===== src/rtl/dds_ramp_sequencer.sv =====
// Frequency-ramp command sequencer for a timestamped DDS command queue.
// Emits N 48-bit frequency writes with linearly stepped frequency and timestamp.
module dds_ramp_sequencer #(
    parameter logic [3:0] CMD_OPCODE = 4'b0001
) (
    input  logic          CLK100MHZ,
    input  logic          reset,
    input  logic          start,
    input  logic          abort,
    input  logic [47:0]   start_freq,
    input  logic [47:0]   step_freq,
    input  logic [15:0]   step_count,
    input  logic [63:0]   start_time,
    input  logic [31:0]   interval,
    input  logic          busy,
    output logic          cmd_valid,
    output logic [127:0]  cmd_data,
    output logic          running,
    output logic          done,
    output logic          aborted,
    output logic [15:0]   cmds_sent
);

    typedef enum logic [1:0] {
        IDLE   = 2'd0,
        ISSUE  = 2'd1,
        FINISH = 2'd2
    } state_e;

    state_e         state_q;
    logic [47:0]    step_q;
    logic [31:0]    interval_q;
    logic [15:0]    n_q;
    logic [15:0]    cmds_sent_q;
    logic [127:0]   cmd_data_q;
    logic           cmd_valid_q;
    logic           running_q;
    logic           done_q;
    logic           aborted_q;

    logic           xfer_d;
    logic           last_d;
    logic [127:0]   cmd_next_d;

    // The current command word doubles as the frequency/timestamp accumulator.
    always_comb begin
        xfer_d     = cmd_valid_q & ~busy;
        last_d     = (cmds_sent_q == (n_q - 16'd1));
        cmd_next_d = {cmd_data_q[127:64] + {32'h0, interval_q},
                      CMD_OPCODE, 12'h000,
                      cmd_data_q[47:0] + step_q};
    end

    always_ff @(posedge CLK100MHZ) begin
        if (reset) begin
            state_q     <= IDLE;
            step_q      <= '0;
            interval_q  <= '0;
            n_q         <= '0;
            cmds_sent_q <= '0;
            cmd_data_q  <= '0;
            cmd_valid_q <= 1'b0;
            running_q   <= 1'b0;
            done_q      <= 1'b0;
            aborted_q   <= 1'b0;
        end else begin
            done_q    <= 1'b0;
            aborted_q <= 1'b0;
            unique case (state_q)
                IDLE: begin
                    if (start && !abort) begin
                        step_q      <= step_freq;
                        interval_q  <= interval;
                        n_q         <= step_count;
                        cmds_sent_q <= '0;
                        if (step_count != 16'd0) begin
                            state_q     <= ISSUE;
                            cmd_valid_q <= 1'b1;
                            running_q   <= 1'b1;
                            cmd_data_q  <= {start_time, CMD_OPCODE,
                                            12'h000, start_freq};
                        end else begin
                            state_q <= FINISH;
                        end
                    end
                end
                ISSUE: begin
                    if (xfer_d)
                        cmds_sent_q <= cmds_sent_q + 16'd1;
                    if (abort) begin
                        state_q     <= IDLE;
                        cmd_valid_q <= 1'b0;
                        running_q   <= 1'b0;
                        aborted_q   <= 1'b1;
                    end else if (xfer_d) begin
                        if (last_d) begin
                            state_q     <= FINISH;
                            cmd_valid_q <= 1'b0;
                            running_q   <= 1'b0;
                            done_q      <= 1'b1;
                        end else begin
                            cmd_data_q <= cmd_next_d;
                        end
                    end
                end
                FINISH: begin
                    // A zero-length ramp arrives here without done; pulse it once.
                    if (!done_q)
                        done_q <= 1'b1;
                    else
                        state_q <= IDLE;
                end
                default: state_q <= IDLE;
            endcase
        end
    end

    assign cmd_valid = cmd_valid_q;
    assign cmd_data  = cmd_data_q;
    assign running   = running_q;
    assign done      = done_q;
    assign aborted   = aborted_q;
    assign cmds_sent = cmds_sent_q;

endmodule


===== config.mk =====
export PLATFORM = sky130hd
export DESIGN_NAME = dds_ramp_sequencer
export DESIGN_NICKNAME = d
export VERILOG_FILES = /design/src/rtl/dds_ramp_sequencer.sv
export SDC_FILE = /design/constraint.sdc
export NUM_CORES = 1
export LEC_CHECK = 0
export ABC_CLOCK_PERIOD_IN_PS = 7000
export CORE_MARGIN = 2
export CORE_UTILIZATION = 50
export DETAILED_ROUTE_END_ITERATION = 16
export PLACE_DENSITY = 0.8
export SLEW_MARGIN = 20
export SYNTH_ARGS = -nofsm -noshare
export SYNTH_HDL_FRONTEND = slang
export SYNTH_SLANG_ARGS = --single-unit
export TNS_END_PERCENT = 20

===== constraint.sdc =====
create_clock -name CLK100MHZ -period 7 [get_ports CLK100MHZ]
set_input_delay 1.05 -clock CLK100MHZ [delete_from_list [all_inputs] [get_ports CLK100MHZ]]
set_output_delay 1.05 -clock CLK100MHZ [all_outputs]
set_load 0.1 [all_outputs]

**Word level (Yosys, flattened, before mapping)**

Cells that the tools add are included.

- Output and inout bits: 148
- Flip-flop bits (word level): 245

- Mux-type cells: 28
- Eq/ne operators: 11
- Add/subtract/negate cells: 4
- Bitwise logic cells: 3
- Reduce and logical (&&, ||, !) cells: 11

Operator list:

| cell | number |
|---|---|
| 128-bit 2-to-1 mux | 5 |
| 128-bit one-hot mux with 2 select lines | 1 |
| 64-bit by 32-bit adder with 64-bit output | 1 |
| 48-bit adder | 1 |
| 16-bit 2-to-1 mux | 2 |
| 16-bit one-hot mux with 2 select lines | 1 |
| 16-bit by 1-bit adder with 16-bit output, second input constant | 1 |
| 16-bit equality test | 1 |
| 16-bit nonzero test | 1 |
| 16-bit by 1-bit subtractor with 16-bit output, second input constant | 1 |
| 2-bit 2-to-1 mux | 6 |
| 2-bit inequality test, second input constant | 6 |
| 1-bit 2-to-1 mux | 10 |
| 3-bit inequality test, second input constant | 2 |
| 2-bit one-hot mux with 3 select lines | 1 |
| 6-bit AND reduction | 1 |
| 5-bit AND reduction | 1 |
| 1-bit one-hot mux with 2 select lines | 2 |
| 4-bit AND reduction | 1 |
| 3-bit AND reduction | 1 |
| 2-bit by 1-bit equality test with 1-bit output, second input constant | 1 |
| 2-bit equality test, second input constant | 1 |
| 2-bit zero test | 1 |
| 1-bit inverter | 2 |
| other kinds (6) | 6 |

**Logic depth before layout (Yosys ltp)**

Gate-level depths: netlist (run 1).

- Depth in word-level cells: 6
- Gate-level depth with buffers: 15

**Least setup slack after synthesis (run 1)**

OpenSTA, ideal clock, no wires.

- Path kind: reg-to-reg
- From: reg cmd_data_q[64], in the netlist cmd_data[64]
- To: reg cmd_data_q[104], in the netlist cmd_data[104]
- Library setup time: 60 ps
- Buffers on the path: 0
- Stages on the path, launching flop included: 15
- Required time: 6940 ps
- Data arrival time: 3887 ps
- Path slack: 3054 ps
- Cell sequence: dfxtp_1 ha_1 inv_1 fa_1 nor2b_1 o21ai_0 a21oi_1 o21ai_0 a211o_1 a211o_1 a21bo_2 nand2_1 nand3_1 o311ai_0 o311a_1

- Longest elaborated chain between the ends: 5

Ends and longest elaborated chain:

| item | RTL line | RTL |
|---|---|---|
| from (decl) | 35 | `logic [127:0] cmd_data_q;` |
| from (signal assigned) | 80 | `cmd_data_q <= {start_time, CMD_OPCODE,` |
| from (signal assigned) | 102 | `cmd_data_q <= cmd_next_d;` |
| 64-bit by 32-bit adder with 64-bit output | 49 | `cmd_next_d = {cmd_data_q[127:64] + {32'h0, interval_q},` |
| 128-bit 2-to-1 mux | 96 | `if (last_d) begin` |
| 128-bit 2-to-1 mux | 95 | `end else if (xfer_d) begin` |
| 128-bit 2-to-1 mux | 90 | `if (abort) begin` |
| 128-bit one-hot mux with 2 select lines | 69 | `unique case (state_q)` |

No other way between the ends. The select of a mux whose other input is x is not followed.
A chain may end at the register's enable or synchronous reset.

**Worst setup path in the final report (run 1)**

- From: reg n_q[0]
- To: reg cmd_data_q[104], in the netlist cmd_data[104]

- Longest elaborated chain between the ends: 4

Ends and longest elaborated chain:

| item | RTL line | RTL |
|---|---|---|
| from (decl) | 33 | `logic [15:0] n_q;` |
| from (signal assigned) | 74 | `n_q <= step_count;` |
| 16-bit by 1-bit subtractor with 16-bit output | 48 | `last_d = (cmds_sent_q == (n_q - 16'd1));` |
| 16-bit equality test | 48 |  |
| 2-bit inequality test (no line) | - |  |
| 6-bit AND reduction (no line) | - |  |

No other way between the ends.

==> results.yml, run 1 <==
route:
  dr_wl_met3_um: 3940
  antenna_left: 0
  dr.pass1.iters: 5
  drt_iter0_drc: 1088
  wl_met1_um: 20700
  routed_wl_um: 50100
  dr.max_layer_used: "met5"
  viasPerCell: 5.92
  wl_per_cell_um: 18.8
  met2_length_um: 23700
  drc: 0
  route.vias.total: 15771
placement:
  hpwl_um: 36100
  io_buffers: 345
  post_dp_cell_area_um2: 18500
  place_inst: 2607
  gp_congestion: 0.957
sta:
  final_hold_viol_count: 0
  post-route-min-period_ns: 4.43
  worst_pin_slew_ns: 1.14
  fmax_ghz: 0.226
  tns_ns: 0
  skew_ns: 0.0125
  slew_headroom: 0.228
  setup-violations-final: 0
  fin_crit_sh: 0.632
  maxSlewViolCount: 0
  rsz0062_at_grt: "no"
  whs_ns: 0.461
grt:
  grt_pass1_vias: 15108
  overflow: 0
  antenna_found_initial: 7
  grt_pass1_wl_um: 77900
  grtUsageTotal: 0.306
  grt_max_degree: 113
critical_path:
  start_kind: "flop"
  cp-end-kind: "flop"
  slowest_stage: "a21oi_4"
  crit_family: "compound AO/OA/AOI/OAI gates"
  crit_chain: "inv_1, ha_1, or4b_4, or4_4, mux2_4, mux2i_1, o32ai_1, o2111ai_2, nor4b_4, a21oi_4, buf_12, nand2_1, o311a_1"
  cp.required_ns: 7.43
  worstPathArrival_ns: 4.85
  max_stage_delay_ns: 0.80
  critical_path_class: "reg -> reg"
  path_max_fanout: 109
  worst-r2r-setup-slack_ns: 2.57
  worst-path-buf-inv: 2
cells_and_area:
  nFillCells: 2532
  final_cell_count_no_fill: 2664
  stdcell_area_um2: 19400
  drive_gt1_frac: 0.0348
  area_growth_pct: 29.3
  fin_nets: 2545
pwr:
  swShare: 0.509
  max-vdd-ir-drop_mv: 0.267
  total_power_uw: 7290
  leakage_uw: 0.00755
  pwr-share-seq: 0.251
  clockPowerShare: 0.203
  p_comb_frac: 0.546
  p_switching_uw: 3710
  pwr_density_cell_nw_per_um2: 375
  internal-power_uw: 3580
cts:
  cts_inserted_buffers: 27
  ctsRootBufferMaster: "clkbuf_16"
  htree_levels: 1
  insertion_delay_ns: 0.55
  cts_resized: 0
  cts_hold_buf: 0
  clock_path_buffers: 3
  cts_tree: "done"
  clkTransAtPathRegs_ns: 0.06
  post_cts_buffers: 0
  cts.sinks: 230
floorplan:
  io_pins: 361
  die_h_um: 177
  core-area_um2: 29600
  die_area_um2: 31400
  die-width_um: 177
  num_rows: 63
  initial_core_util: 0.507
synth:
  yosysSeqAreaShare: 0.306
  ys_types: 77
  avgSynthCellArea_um2: 7.53
  synth_edf_count: 0
  synth-warning-count: 0
  synth_area_leaders: "dfxtp_1 31%, nand2_1 8.1%, a21oi_1 8.0%"
  synth_top_area_cell: "dfxtp_1"
  async_flop_share: 0
  synth-seq-cells: 230
  ys_top_cells_by_count: "325 x nand2_1, 240 x a21oi_1, 230 x dfxtp_1, 189 x nor2_1, 103 x clkbuf_1"
  synth_top_area_frac: 0.306
  synth_ff_type: "dfxtp_1"
  syn_inst: 1995
  yosysMostFrequentCell: "nand2_1"
  syn-cell-area_um2: 15000
worst_hold_path:
  worstHoldPathType: "reg -> reg"
flow_run:
  drv_cap: 0
status:
  outcome: "complete, no violations"
-- metrics by stage --
step	setup slack [ns]	utilization
final	2.57	0.655
after global routing	2.32	0.655
after CTS	2.59	0.655
after detailed placement	2.42	0.624
after global placement	2.58	0.624
after floorplan	3.05	-
-- layer usage --
metal | vias up | global-route usage
met4 | 2 | 0.108
met2 | 656 | 0.533
met5 | - | 0
met1 | 7382 | 0.378
li1 | 7621 | -
met3 | 110 | 0.0540
-- path summary, 6_finish.rpt --
| check | startpoint | end | depth (start not counted) |
|---|---|---|---|
| worst min register to register | step_q[9] | step_q[9] | 2 |
| worst max register to register | n_q[0] | cmd_data[104] | 13 |
| worst max-delay path | n_q[0] | cmd_data[104] | 13 |
| worst min-delay path | step_q[9] | step_q[9] | 2 |
-- tightest hold or removal path: stages, from the launching register on --
cell	delay, ns
dfxtp_1	0.31
nand2_1	0.05
a21oi_1	0.05
-- area by class of cell --
| type | instances | area (um2) | area share |
|---|---|---|---|
| diodes | 7 | 17.5 | 0.000902 |
| clock buffers | 36 | 749 | 0.0386 |
| clock inverters | 14 | 176 | 0.00908 |
| inverters | 48 | 181 | 0.00934 |
| multi-input cells | 1585 | 9670 | 0.498 |
| flip-flops and latches | 230 | 4600 | 0.237 |
| well taps | 390 | 488 | 0.0251 |
| repair buffers | 354 | 3530 | 0.182 |
-- flip-flops by register name, summed over array words and instances (netlist names) --
register and count:
aborted 1, cmd_data 113, cmds_sent 16, done 1, interval_q 32, n_q 16
running 1, state_q 2, step_q 48
-- layout by cell type, fill, tap and decap left out, types with 46 or more instances in the layout --
cell               n
clkdlybuf4s50_1  344
nand2_1          325
a21oi_1          240
dfxtp_1          230
nor2_1           189
ha_1              83
a211oi_1          79
o21ai_0           63
a21o_1            61
nand3_1           60
xnor2_1           57
inv_1             46
-- cell families (layout without fill, tap and decap cells) --
logic type      count (synthesis)  count (layout)  share of synthesized area
simple gates                  738             738                      0.218
compound gates                601             601                      0.258
flops                         230             230                      0.306
buf+inv                       194             452                     0.0552
xor+xnor                      100             100                     0.0583
fa+ha+maj                      86              86                     0.0726
mux                            45              45                     0.0307
other cells                     1              22                   0.000250
-- power by group through the flow --
stage	combinational, uW	clock [uW]	sequential [uW]
3_5_place_dp	3940	0	1840
4_1_cts	3960	1500	1820
6_report	3980	1480	1830
5_1_grt	4200	1550	1860
2_1_floorplan	1570	0	3250
3_3_place_gp	3880	0	1840
(Power assumes the default switching activity.)
==> run 2, diff against run 1 <==
ABC_CLOCK_PERIOD_IN_PS = 4400   (was 7000)
clock period = 4.4 ns   (was 7 ns; I/O delays follow)
==> run 2 against run 1 <==
Critical path depth rose by 1. Maximum frequency rose by 11%. First-iteration DRC count rose by 9.7%. Combinational power rose by 60%. Die area did not move. Critical path type unchanged.
==> results.yml, run 2 (synthesis results as in run 1) <==
route:
  route.vias.total: 15881
  routed_wl_um: 50700
  wl_per_cell_um: 19.0
  dr.pass1.iters: 7
  wl_met1_um: 20500
  drc: 0
  drt_iter0_drc: 1193
  dr_wl_met3_um: 4240
  viasPerCell: 5.95
  dr.max_layer_used: "met5"
  met2_length_um: 23500
  antenna_left: 0
worst_hold_path:
  min_delay_worst_endpoint: "interval_q[22]"
  hp-start: "interval_q[22]"
  hold-path-cell-count: 2
  worstHoldPathType: "reg -> reg"
floorplan:
  die_area_um2: 31400
  core-area_um2: 29600
  initial_core_util: 0.507
  io_pins: 361
  die_h_um: 177
  num_rows: 63
  die-width_um: 177
grt:
  grt_pass1_vias: 15256
  grt_max_degree: 131
  overflow: 0
  antenna_found_initial: 9
  grt_pass1_wl_um: 79000
  grtUsageTotal: 0.309
cts:
  ctsRootBufferMaster: "clkbuf_16"
  post_cts_buffers: 0
  clock_path_buffers: 3
  cts.sinks: 230
  cts_tree: "done"
  cts_inserted_buffers: 27
  cts_hold_buf: 0
  insertion_delay_ns: 0.55
  htree_levels: 1
  clkTransAtPathRegs_ns: 0.06
critical_path:
  worst-r2r-setup-slack_ns: 0.42
  cp.required_ns: 4.88
  cp-end-kind: "flop"
  reg2reg_from: "cmd_data[64]"
  start_kind: "flop"
  reg2reg_depth: 14
  path_max_fanout: 8
  critical_path_class: "reg -> reg"
  slowest_stage: "o311ai_0"
  worstPathArrival_ns: 4.46
  max_stage_delay_ns: 0.51
  r2r-end: "cmd_data[104]"
  crit_chain: "ha_1, inv_1, fa_1, nor2b_1, o21ai_0, a21oi_1, o21ai_0, a211o_1, a211o_1, a21bo_2, nand2_1, nand3_1, o311ai_0, o311a_1"
sta:
  fmax_ghz: 0.252
  post-route-min-period_ns: 3.98
  final_hold_viol_count: 0
  rsz0062_at_grt: "no"
  whs_ns: 0.458
  fin_crit_sh: 0.904
  skew_ns: 0.00964
  maxSlewViolCount: 0
  tns_ns: 0
  worst_pin_slew_ns: 1.17
  setup-violations-final: 0
  slew_headroom: 0.215
pwr:
  pwr-share-seq: 0.246
  internal-power_uw: 5910
  leakage_uw: 0.00762
  p_comb_frac: 0.538
  max-vdd-ir-drop_mv: 0.512
  swShare: 0.501
  p_switching_uw: 5930
  clockPowerShare: 0.216
  pwr_density_cell_nw_per_um2: 604
placement:
  place_inst: 2614
  hpwl_um: 36800
  gp_congestion: 0.968
  io_buffers: 345
cells_and_area:
  largest_register_ffs: 113
  area_growth_pct: 30.4
  final_cell_mix: "344 x clkdlybuf4s50_1, 325 x nand2_1, 240 x a21oi_1"
  fin_nets: 2552
  drive_gt1_frac: 0.0378
  final_cell_count_no_fill: 2671
  final_common_cell: "clkdlybuf4s50_1"
flow_run:
  drv_cap: 0
status:
  outcome: "complete, no violations"
## run 2: changes by cell type in the layout (fill, tap and decap cells not counted), moves of 2 or more
cell / before / now
buf_4: 8 / 13
clkinv_2: 9 / 4
bufinv_16: 4 / 7
buf_12: 1 / 3
## run 2: layout make-up
| class | instances | area (um2) |
|---|---|---|
| Fill cell | 2524 | 10000 |
| Multi-Input combinational cell | 1585 | 9680 |
| Sequential cell | 230 | 4600 |
| Timing Repair Buffer | 361 | 3610 |
| Clock buffer | 38 | 767 |
| Tap cell | 390 | 488 |
| Clock inverter | 12 | 241 |
| Inverter | 48 | 181 |
| Antenna cell | 7 | 17.5 |
## run 2: per-layer routing
| metal | GRT usage | vias up |
|---|---|---|
| met4 | 0.141 | 2 |
| met3 | 0.0653 | 149 |
| met1 | 0.381 | 7416 |
| met2 | 0.518 | 693 |
| li1 | - | 7621 |
| met5 | 0 | - |
## run 2: repair_timing
item                                    CTS  global route
endpoints found under the setup margin    0             1
hold endpoints to repair                  0             0
resized for setup                         0             1
## run 2: through the flow
stage	area (um2)	worst slack (ns)	total power (uW)	utilization
after floorplan	15100	0.454	7670	-
after global placement	18600	0.397	9130	0.626
after detailed placement	18600	0.366	9240	0.626
after CTS	19600	0.328	11800	0.660
after global routing	19600	0.113	12400	0.661
final	19600	0.424	11800	0.661
## run 2: power groups by stage
stage / combinational, uW / clock [uW] / sequential, uW
floorplan: 2490 / 0 / 5180
global placement: 6210 / 0 / 2920
detailed placement: 6310 / 0 / 2940
CTS: 6350 / 2580 / 2900
global route: 6740 / 2670 / 2960
finish: 6370 / 2560 / 2910
## run 2: worst max path at each step
stage	cells after the start	end	slack, ns	start
floorplan	14	cmd_data[104]	0.45	cmd_data[64]
global placement	12	cmd_data[41]	0.40	cmd_data[2]
detailed placement	12	cmd_data[41]	0.37	cmd_data[2]
CTS	12	cmd_data[41]	0.33	cmd_data[2]
global route	12	cmd_data[41]	0.11	cmd_data[5]
finish	14	cmd_data[104]	0.42	cmd_data[64]
## run 2: worst max-delay path, delay by kind of cell (launching register included)
family	cells	cell delay, ns
AOI/OAI and AO/OA	8	2.22
adders and majority gates	2	0.56
buffers and inverters	1	0.06
DFF	1	0.36
and+or+nand+nor	3	0.71
